File: config.mk
export PLATFORM = sky130hd
export DESIGN_NAME = fifo_rd_sched
export DESIGN_NICKNAME = d
export VERILOG_FILES = /design/src/rtl/fifo_rd_sched_pkg.sv /design/src/rtl/fifo_rd_sched_rr_arb2.sv /design/src/rtl/fifo_rd_sched.sv
export SDC_FILE = /design/constraint.sdc
export NUM_CORES = 1
export LEC_CHECK = 0
export CORE_UTILIZATION = 43
export DETAILED_ROUTE_END_ITERATION = 10
export HOLD_SLACK_MARGIN = 0.12
export PLACE_DENSITY = 0.75
export SETUP_SLACK_MARGIN = 0.2
export SYNTH_ARGS = -nofsm -noshare
export SYNTH_HDL_FRONTEND = slang
export SYNTH_SLANG_ARGS = --single-unit
File: constraint.sdc
create_clock -name rclk -period 4.5 [get_ports rclk]
set_input_delay 0.675 -clock rclk [delete_from_list [all_inputs] [get_ports rclk]]
set_output_delay 0.675 -clock rclk [all_outputs]
set_load 0.02 [all_outputs]
File: src/rtl/fifo_rd_sched_pkg.sv
// fifo_rd_sched_pkg: shared Gray/binary helpers and output-slot state encoding
package fifo_rd_sched_pkg;

    typedef enum logic {
        SLOT_EMPTY = 1'b0,
        SLOT_HOLD  = 1'b1
    } slot_e;

    // Operates on a zero-extended pointer, so any width up to 32 bits truncates cleanly
    function automatic logic [31:0] bin2gray(input logic [31:0] b);
        return b ^ (b >> 1);
    endfunction

    // Each binary bit is the XOR of all Gray bits at or above it
    function automatic logic [31:0] gray2bin(input logic [31:0] g);
        logic [31:0] b;
        for (int i = 0; i < 32; i++) b[i] = ^(g >> i);
        return b;
    endfunction

endpackage

File: src/rtl/fifo_rd_sched_rr_arb2.sv
// rr_arb2: two-way round-robin arbiter whose priority flips to the loser on each pop
module rr_arb2
(
    input  logic       rclk,
    input  logic       rrst_n,
    input  logic [1:0] i_req,
    input  logic       i_adv,
    output logic [1:0] o_grant
);

    logic r_prio;

    // A lone requester always wins; a tie goes to the consumer the pointer favours
    always_comb o_grant = (i_req == 2'b11) ? (r_prio ? 2'b10 : 2'b01) : i_req;

    // After a grant to consumer 0 favour consumer 1 next, and vice versa
    always_ff @(posedge rclk) begin
        if (!rrst_n) r_prio <= 1'b0;
        else if (i_adv) r_prio <= o_grant[0];
    end

endmodule

File: src/rtl/fifo_rd_sched.sv
// fifo_rd_sched: FIFO read side feeding a single output slot shared by two consumers
module fifo_rd_sched
    import fifo_rd_sched_pkg::*;
#(
    parameter int ASIZE = 4,
    parameter int DSIZE = 8
)
(
    input  logic             rclk,
    input  logic             rrst_n,
    input  logic [ASIZE:0]   rq2_wptr,
    output logic [ASIZE:0]   rptr,
    output logic [ASIZE-1:0] raddr,
    input  logic [DSIZE-1:0] rdata,
    input  logic [1:0]       c_req,
    output logic [1:0]       c_valid,
    output logic [DSIZE-1:0] c_data,
    output logic             rempty,
    output logic [ASIZE:0]   rlevel
);

    localparam int PW = ASIZE + 1;

    logic [ASIZE:0]   r_rbin;
    logic [ASIZE:0]   r_rptr;
    logic [1:0]       r_c_valid;
    logic [DSIZE-1:0] r_c_data;
    logic             r_rempty;
    logic [ASIZE:0]   r_rlevel;

    logic             w_hs;
    logic             w_pop;
    slot_e            w_slot;
    logic [1:0]       w_grant;
    logic [ASIZE:0]   w_rbin_next;
    logic [ASIZE:0]   w_rptr_next;
    logic [ASIZE:0]   w_wbin;

    rr_arb2 u_arb (
        .rclk    (rclk),
        .rrst_n  (rrst_n),
        .i_req   (c_req),
        .i_adv   (w_pop),
        .o_grant (w_grant)
    );

    // Handshake frees the slot; a pop refills it in the same cycle when data and a requester exist
    always_comb begin
        w_hs        = |(r_c_valid & c_req);
        w_slot      = (|r_c_valid) ? SLOT_HOLD : SLOT_EMPTY;
        w_pop       = !r_rempty && (w_slot == SLOT_EMPTY || w_hs) && (|c_req);
        w_rbin_next = r_rbin + {{ASIZE{1'b0}}, w_pop};
        w_rptr_next = PW'(bin2gray(32'(w_rbin_next)));
        w_wbin      = PW'(gray2bin(32'(rq2_wptr)));
    end

    // Pointer, slot and status registers; status is computed from the post-pop pointer
    always_ff @(posedge rclk) begin
        if (!rrst_n) begin
            r_rbin    <= '0;
            r_rptr    <= '0;
            r_c_valid <= '0;
            r_c_data  <= '0;
            r_rempty  <= 1'b1;
            r_rlevel  <= '0;
        end else begin
            r_rbin   <= w_rbin_next;
            r_rptr   <= w_rptr_next;
            r_rempty <= (w_rptr_next == rq2_wptr);
            r_rlevel <= w_wbin - w_rbin_next;
            if (w_pop) begin
                r_c_data  <= rdata;
                r_c_valid <= w_grant;
            end else if (w_hs) begin
                r_c_valid <= '0;
            end
        end
    end

    assign rptr    = r_rptr;
    assign raddr   = r_rbin[ASIZE-1:0];
    assign c_valid = r_c_valid;
    assign c_data  = r_c_data;
    assign rempty  = r_rempty;
    assign rlevel  = r_rlevel;

endmodule
* Yosys cells after proc, flatten, opt, wreduce, memory -nomap -nowiden
Cells that the tools add are included.
Operators by class: add/subtract/negate cells 2, multiply operators 0, div/mod/pow operators 0, order comparisons 0, equal/unequal tests 2, shift-type cells 0, multiplexer cells 5, bitwise logic cells 3, reductions and logical operators 13
Operators by type and width (number):
- $reduce_xor 32->1 | 5
- $mux 2 | 4
- $reduce_or 2->1 | 3
- $add 5x1->5 | 1
- $eq 5x5->1 | 1
- $sub 5x5->5 | 1
- $xor 5x4->5 | 1
- $and 2x2->2 | 1
- $eq 2x2->1 const B | 1
- $logic_and 1x1->1 | 2
- $reduce_bool 2->1 | 1
- $logic_not 1->1 | 1
- $logic_or 1x1->1 | 1
- $mux 1 | 1
- $not 1->1 | 1
Word-level totals: register bits after elaboration 27, latch bits 0, RAM bits 0, bits in read-only memories 0, output and inout bits 25, logic and storage cells 32, memories kept 0

* Longest topological paths before layout
Gate-level depths: netlist of run 1.
depth in word-level cells 9, depth in mapped cells 12, depth with buffers taken out 11

* Cells and area by module
From an unflattened synthesis of run 1, not the netlist that was laid out.
Second synthesis, totals: cell total of the unflattened synthesis 128, area total of the unflattened synthesis 1246.2 um^2
Modules (own cells, without submodules):
- fifo_rd_sched | instances 1, cells an instance 122, area each 1186.1 um^2
- rr_arb2 | instances 1, cells an instance 6, area each 60.1 um^2

* Worst setup path before layout of run 1
Ideal clock, no wire load.
path kind in2reg, start input port c_req[1], end register r_rlevel[3], in the netlist rlevel[3], arrival 3134 ps, required time 4385 ps, setup slack 1251 ps, stages 12, cells stage by stage clkbuf_1 nor2_1 a211oi_1 buf_2 ha_1 ha_1 xor2_2 inv_1 ha_1 a221oi_2 xnor2_1 and2_1
Between the ends: cells in the longest elaborated chain, start to end 7, elaborated cells between the ends (all ways) 8
RTL lines:
- start, declared | RTL line fifo_rd_sched.sv:15 | input logic [1:0] c_req,
- $and 2x2->2 | RTL line fifo_rd_sched.sv:49 | w_hs = |(r_c_valid & c_req);
- $reduce_or 2->1 | RTL line fifo_rd_sched.sv:49
- $logic_or 1x1->1 | RTL line fifo_rd_sched.sv:51 | w_pop = !r_rempty && (w_slot == SLOT_EMPTY || w_hs) && (|c_req);
- $logic_and 1x1->1 | RTL line fifo_rd_sched.sv:51
- $logic_and 1x1->1 (*) | RTL line fifo_rd_sched.sv:51
- net u_arb.i_adv | RTL line fifo_rd_sched_rr_arb2.sv:7 | input logic i_adv,
- $add 5x1->5 (*) | RTL line fifo_rd_sched.sv:52 | w_rbin_next = r_rbin + {{ASIZE{1'b0}}, w_pop};
- $sub 5x5->5 (*) | RTL line fifo_rd_sched.sv:70 | r_rlevel <= w_wbin - w_rbin_next;
- end signal, assigned | RTL line fifo_rd_sched.sv:70
- end, declared | RTL line fifo_rd_sched.sv:29 | logic [ASIZE:0] r_rlevel;
The timed path passes the listed nets; every way through them passes the cells marked *. A chain may end at the register's enable or synchronous reset.

* Worst setup path in the final report of run 1
start input port c_req[1], end register r_rlevel[3], in the netlist rlevel[3]
Between the ends: cells in the longest elaborated chain, start to end 7, elaborated cells between the ends (all ways) 8
RTL lines (RTL line):
- $and 2x2->2 | fifo_rd_sched.sv:49
- $reduce_or 2->1 | fifo_rd_sched.sv:49
- $logic_or 1x1->1 | fifo_rd_sched.sv:51
- $logic_and 1x1->1 | fifo_rd_sched.sv:51
- $logic_and 1x1->1 (*) | fifo_rd_sched.sv:51
- $add 5x1->5 (*) | fifo_rd_sched.sv:52
- $sub 5x5->5 (*) | fifo_rd_sched.sv:70
Every way passes the cells marked *; elsewhere a longest branch is shown, timed or not.

==> flow_metrics.env, run 1 <==
export IMPL_cts_resized=0
export IMPL_fmax_mhz=299
export IMPL_drv_cap=0
export IMPL_setup_viol=0
export IMPL_synth_seq_cells=26
export IMPL_place_ws_ns=0.826
export IMPL_globalplace_congestion=0.860
export IMPL_status="finished, violations left"
export IMPL_cts_max_path_buffers=2
export IMPL_finalCritPeriodShare_pct=74.2
export IMPL_max_vdd_ir_drop_uv=235
export IMPL_crit_buf_inv=2
export IMPL_cts_tree="yes"
export IMPL_grt_use_total_pct=16.2
export IMPL_ant_nets=0
export IMPL_synth_nets=158
export IMPL_drive_above_1_share_pct=5.11
export IMPL_max_stage_delay_ns=0.64
export IMPL_grt_ovfl_total=0
export IMPL_multi_input_area_sq_um=781
export IMPL_yosysUniqueCellTypes=28
export IMPL_routed_wl_um=2500
export IMPL_worstSetupPathType="input pin to flop"
export IMPL_die_width_um=57.6
export IMPL_numCtsBuffers=3
export IMPL_total_power_w=0.000573
export IMPL_p_per_area_nw_per_um2=317
export IMPL_yosysSeqAreaShare_pct=39.2
export IMPL_first_pass_iters=7
export IMPL_dieArea_sq_um=3310
export IMPL_initial_core_util_pct=46.9
export IMPL_place_hpwl_um=1930
export IMPL_die_h_um=57.6
export IMPL_vias=1004
export IMPL_ios=42
export IMPL_ctsHoldBuffers=0
export IMPL_detail_route_wl_per_cell_um=12.1
export IMPL_cts_root_buffer="clkbuf_4"
export IMPL_area_growth_pct=36.3
export IMPL_r2r_slack_ns=1.64
export IMPL_core_area_sq_um=2830
export IMPL_violations="DRC"
export IMPL_drt_iter0_drc=47
export IMPL_place_port_buffers=41
export IMPL_diodes=0
export IMPL_fin_ws_ns=1.16
export IMPL_antenna_found_initial=0
export IMPL_rsz0062_at_grt="false"
export IMPL_layout_nets=201
export IMPL_synth_cells=134
export IMPL_crit_chain="clkdlybuf4s50_1 -> a21oi_1 -> a211oi_2 -> ha_1 -> ha_1 -> xor2_2 -> inv_1 -> ha_1 -> a221oi_2 -> xnor2_1 -> and2_1"
export IMPL_path_clk_slew_ns=0.14
export IMPL_clock_sinks=26
export IMPL_setup_tns_ns=0
export IMPL_grt_pass1_vias=1000
export IMPL_rows=19
export IMPL_grt_pass1_wl_um=4210
export IMPL_cellLeakagePower_nw=0.718
export IMPL_worst_path_max_delay_cell="clkdlybuf4s50_1"
export IMPL_worstMarginPinSlew_ns=0.707
export IMPL_register_area_sq_um=520
export IMPL_slew_headroom_pct=52.7
export IMPL_worstPathArrival_ns=3.57
export IMPL_drc_errors=1
export IMPL_nFillCells=227
export IMPL_utilization_pct=64.0
export IMPL_grt_start_max_net_pins=27
export IMPL_fin_crit_ns=3.34
export IMPL_viasPerCell=4.85
export IMPL_skew_ns=0.00656
export IMPL_final_max_slew_violation_count=0
export IMPL_insertion_delay_ns=0.32
export IMPL_hold_path_class="flop to flop"
export IMPL_path_delay_family="adder cells"
export IMPL_avgSynthCellArea_sq_um=9.91
export IMPL_required_ns=4.73
export IMPL_crit_fanout=10
export IMPL_final_hold_violation_count=0
export IMPL_crit_path_frequent_cell="ha_1"
export IMPL_yosysWarnings=0
export IMPL_cp_start_kind="input pin"
export IMPL_post_cts_setup_buffers=0
export IMPL_htreeDepth=1
export IMPL_synthesis_area_sq_um=1330
export IMPL_worstSetupEndpointType="flop"
export IMPL_whs_ns=0.536
==> layout make-up <==
class                           count  share of cell area, %
Multi-Input combinational cell    100                   43.2
Inverter                            4                  0.830
Clock buffer                        4                   2.01
Timing Repair Buffer               42                   23.1
Tap cell                           31                   2.14
Sequential cell                    26                   28.8
==> routing by layer <==
layer | global-route usage [%] | vias up | routed length, um
met3 | 4.31 | 2 | 82
met1 | 20.1 | 456 | 1180
met5 | 0 | - | 0
li1 | - | 528 | -
met2 | 27.2 | 18 | 1230
met4 | 4.88 | 0 | 15
==> layout by cell type (no fill, tap or decap), drive strengths merged, types with 2 or more instances in the layout <==
| cell | count |
|---|---|
| xor2 | 12 |
| and2 | 9 |
| nand2b | 3 |
| nand3 | 2 |
| a21oi | 3 |
| xnor2 | 10 |
| a221oi | 2 |
| nor2b | 19 |
| dfxtp | 26 |
| inv | 4 |
| clkbuf | 4 |
| clkdlybuf4s50 | 41 |
| nor2 | 5 |
| a211oi | 2 |
| ha | 6 |
| o21ai | 2 |
| nand2 | 8 |
| mux2i | 8 |
==> final timing paths <==
check,start,to,depth (start not counted)
hold reg to reg,c_data[1]$_SDFFE_PN0P_,c_data[1]$_SDFFE_PN0P_,2
hold / removal,c_data[1]$_SDFFE_PN0P_,c_data[1]$_SDFFE_PN0P_,2
setup / recovery,c_req[1],rlevel[3]$_SDFF_PN0_,11
setup reg to reg,c_valid[1]$_SDFFE_PN0P_,rlevel[3]$_SDFF_PN0_,11
==> state kept, by name, summed over array words and instances (netlist names) <==
register      count
rlevel            5
rempty            1
c_valid           2
u_arb.r_prio      1
r_rbin            4
c_data            8
rptr              5
==> cells in the mapped netlist <==
library cell / n / share of area (%)
xnor2_1: 10 / 6.6
o211ai_1: 1 / 0.57
xor2_1: 11 / 7.3
a21oi_1: 3 / 1.1
a211oi_1: 2 / 1.1
o21ai_0: 2 / 0.75
buf_2: 1 / 0.38
ha_1: 6 / 5.7
xnor3_1: 1 / 1.7
nor2_1: 5 / 1.4
a221oi_2: 2 / 2.3
and3_1: 1 / 0.47
nand2b_1: 3 / 1.4
inv_1: 4 / 1.1
dfxtp_1: 26 / 39
and2_1: 9 / 4.2
mux2i_1: 8 / 6.0
xor2_2: 1 / 1.2
nand2_1: 8 / 2.3
nand4b_1: 1 / 0.66
o31ai_1: 1 / 0.57
o41ai_1: 1 / 0.66
fa_1: 1 / 1.5
clkbuf_1: 3 / 0.85
nor2b_1: 19 / 9.0
a32oi_1: 1 / 0.66
nand3_1: 2 / 0.75
nand3b_1: 1 / 0.57
==> power breakdown <==
part	internal, W	switching [W]	total, W
logic	0.000100	0.0000929	0.000193
registers	0.000252	0.0000109	0.000263
clock network	0.0000494	0.0000672	0.000117
==> cell families after synthesis <==
kind of cell    share of synthesized area (%)
flops                                    39.2
xor+xnor                                 16.8
fa+ha+maj                                7.16
compound gates                           7.73
buf+inv                                  2.36
simple gates                             20.7
mux                                      6.03
==> worst register-to-register path, cell delays in order (launching register included) <==
cell,delay [ns]
dfxtp_1,0.45
nand2b_1,0.13
a21oi_1,0.08
a211oi_2,0.27
ha_1,0.24
ha_1,0.29
xor2_2,0.34
inv_1,0.09
ha_1,0.35
a221oi_2,0.31
xnor2_1,0.08
and2_1,0.15
==> stage by stage <==
stage	instances	instance area (sq um)
6_report	207	1810
2_1_floorplan	134	1330
3_5_place_dp	203	1770
5_1_grt	207	1810
3_3_place_gp	203	1770
4_1_cts	207	1810
Power figures use the tool's default switching activity.
==> run 2, diff against run 1 <==
==> constraint.sdc (replaced) <==
create_clock -name rclk -period 3.5 [get_ports rclk]
set_input_delay 0.525 -clock rclk [delete_from_list [all_inputs] [get_ports rclk]]
set_output_delay 0.525 -clock rclk [all_outputs]
set_load 0.02 [all_outputs]
==> run 2 against run 1 <==
The run still ends with DRC left. Largest power group unchanged. Critical path type unchanged. Highest routed layer unchanged. Largest cell class unchanged. Sequential share of layout area down 0.37 points. Global-route usage up 0.55 points. Via count grew 1.4%.
==> flow_metrics.env, run 2 (synthesized netlist as in run 1, its figures left out) <==
export IMPL_status="finished, violations left"
export IMPL_violations="DRC"
export IMPL_worstSetupPathType="input pin to flop"
export IMPL_cts_root_buffer="clkbuf_4"
export IMPL_grt_use_total_pct=16.7
export IMPL_place_ws_ns=0.146
export IMPL_grt_ovfl_total=0
export IMPL_grt_start_max_net_pins=27
export IMPL_final_max_slew_violation_count=0
export IMPL_viasPerCell=4.89
export IMPL_fin_ws_ns=0.458
export IMPL_ios=42
export IMPL_required_ns=3.72
export IMPL_worstPathArrival_ns=3.26
export IMPL_cts_max_path_buffers=2
export IMPL_core_area_sq_um=2830
export IMPL_final_hold_violation_count=0
export IMPL_hold_path_class="flop to flop"
export IMPL_cellLeakagePower_nw=0.731
export IMPL_die_width_um=57.6
export IMPL_path_clk_slew_ns=0.15
export IMPL_grt_pass1_vias=1005
export IMPL_final_cell_mix="41 x clkdlybuf4s50_1, 26 x dfxtp_1, 19 x nor2b_1, 11 x xor2_1, 10 x xnor2_1"
export IMPL_die_h_um=57.6
export IMPL_ant_nets=0
export IMPL_place_port_buffers=41
export IMPL_drive_above_1_share_pct=5.65
export IMPL_diodes=0
export IMPL_area_growth_pct=38.1
export IMPL_nFillCells=244
export IMPL_fin_crit_ns=3.04
export IMPL_first_pass_iters=7
export IMPL_finalCritPeriodShare_pct=86.9
export IMPL_vias=1018
export IMPL_routed_wl_um=2640
export IMPL_final_common_cell="clkdlybuf4s50_1"
export IMPL_globalplace_congestion=0.855
export IMPL_cp_start_kind="input pin"
export IMPL_drt_iter0_drc=51
export IMPL_rows=19
export IMPL_ctsHoldBuffers=0
export IMPL_rsz0062_at_grt="false"
export IMPL_drv_cap=0
export IMPL_cts_tree="yes"
export IMPL_detail_route_wl_per_cell_um=12.7
export IMPL_p_per_area_nw_per_um2=432
export IMPL_setup_viol=0
export IMPL_fmax_mhz=329
export IMPL_htreeDepth=1
export IMPL_cts_resized=0
export IMPL_layout_nets=202
export IMPL_largest_register_ffs=8
export IMPL_slew_headroom_pct=49.9
export IMPL_post_cts_setup_buffers=0
export IMPL_drc_errors=1
export IMPL_numCtsBuffers=3
export IMPL_crit_fanout=10
export IMPL_setup_tns_ns=0
export IMPL_initial_core_util_pct=46.9
export IMPL_worstMarginPinSlew_ns=0.749
export IMPL_grt_pass1_wl_um=4350
export IMPL_worstSetupEndpointType="flop"
export IMPL_antenna_found_initial=0
export IMPL_max_vdd_ir_drop_uv=307
export IMPL_dieArea_sq_um=3310
export IMPL_skew_ns=0.00944
export IMPL_insertion_delay_ns=0.32
export IMPL_clock_sinks=26
export IMPL_place_hpwl_um=1990
[run 2: changes by cell type in the layout (fill, tap and decap cells not counted), sizes merged]
cell    before  now
buf          1    2
bufinv       0    1
clkbuf       4    3
[run 2: routing by layer]
layer	vias to the layer above	wire length (um)	track usage, %
met5	-	0	0
met4	0	22	5.57
met3	2	92	2.04
met2	22	1290	28.9
met1	470	1230	21.5
li1	524	-	-
[run 2: worst max-delay path: stages]
cell and delay (ns):
clkdlybuf4s50_1 0.65, a21oi_1 0.14, a211oi_2 0.28, ha_1 0.24, nand3_1 0.14, xor2_1 0.30
ha_1 0.33, nor2b_1 0.16, a221oi_2 0.28, xnor2_1 0.15, nor2b_1 0.06
[run 2: stage by stage]
step	hold WS (ns)	instances	utilization, %	cell area [sq um]	total power, W
after floorplan	0.554	134	-	1330	0.000495
after global placement	0.499	204	62.9	1780	0.000590
after detailed placement	0.507	204	62.9	1780	0.000594
after CTS	0.535	208	64.8	1830	0.000802
after global routing	0.571	208	64.8	1830	0.000836
final	0.533	208	64.8	1830	0.000792
[run 2: worst paths after layout]
check	to	depth (start not counted)	slack (ns)	start
hold reg to reg	c_data[6]$_SDFFE_PN0P_	2	0.53	c_data[6]$_SDFFE_PN0P_
setup reg to reg	rlevel[4]$_SDFF_PN0_	11	0.75	c_valid[1]$_SDFFE_PN0P_
hold / removal	c_data[6]$_SDFFE_PN0P_	2	0.53	c_data[6]$_SDFFE_PN0P_
setup / recovery	rlevel[4]$_SDFF_PN0_	11	0.46	c_req[1]
[run 2: final cells by class]
cell class / instances / area, sq um / share of cell area, %
Multi-Input combinational cell: 100 / 781 / 42.6
Sequential cell: 26 / 520 / 28.4
Timing Repair Buffer: 43 / 425 / 23.2
Tap cell: 31 / 38.8 / 2.12
Clock inverter: 1 / 30.0 / 1.64
Clock buffer: 3 / 22.5 / 1.23
Inverter: 4 / 15.0 / 0.819
[run 2: power by group]
group	internal [W]	leakage [nW]	total, W	switching [W]
clock	0.000116	0.0279	0.000206	0.0000899
sequential	0.000325	0.214	0.000338	0.0000134
combinational	0.000129	0.489	0.000249	0.000120
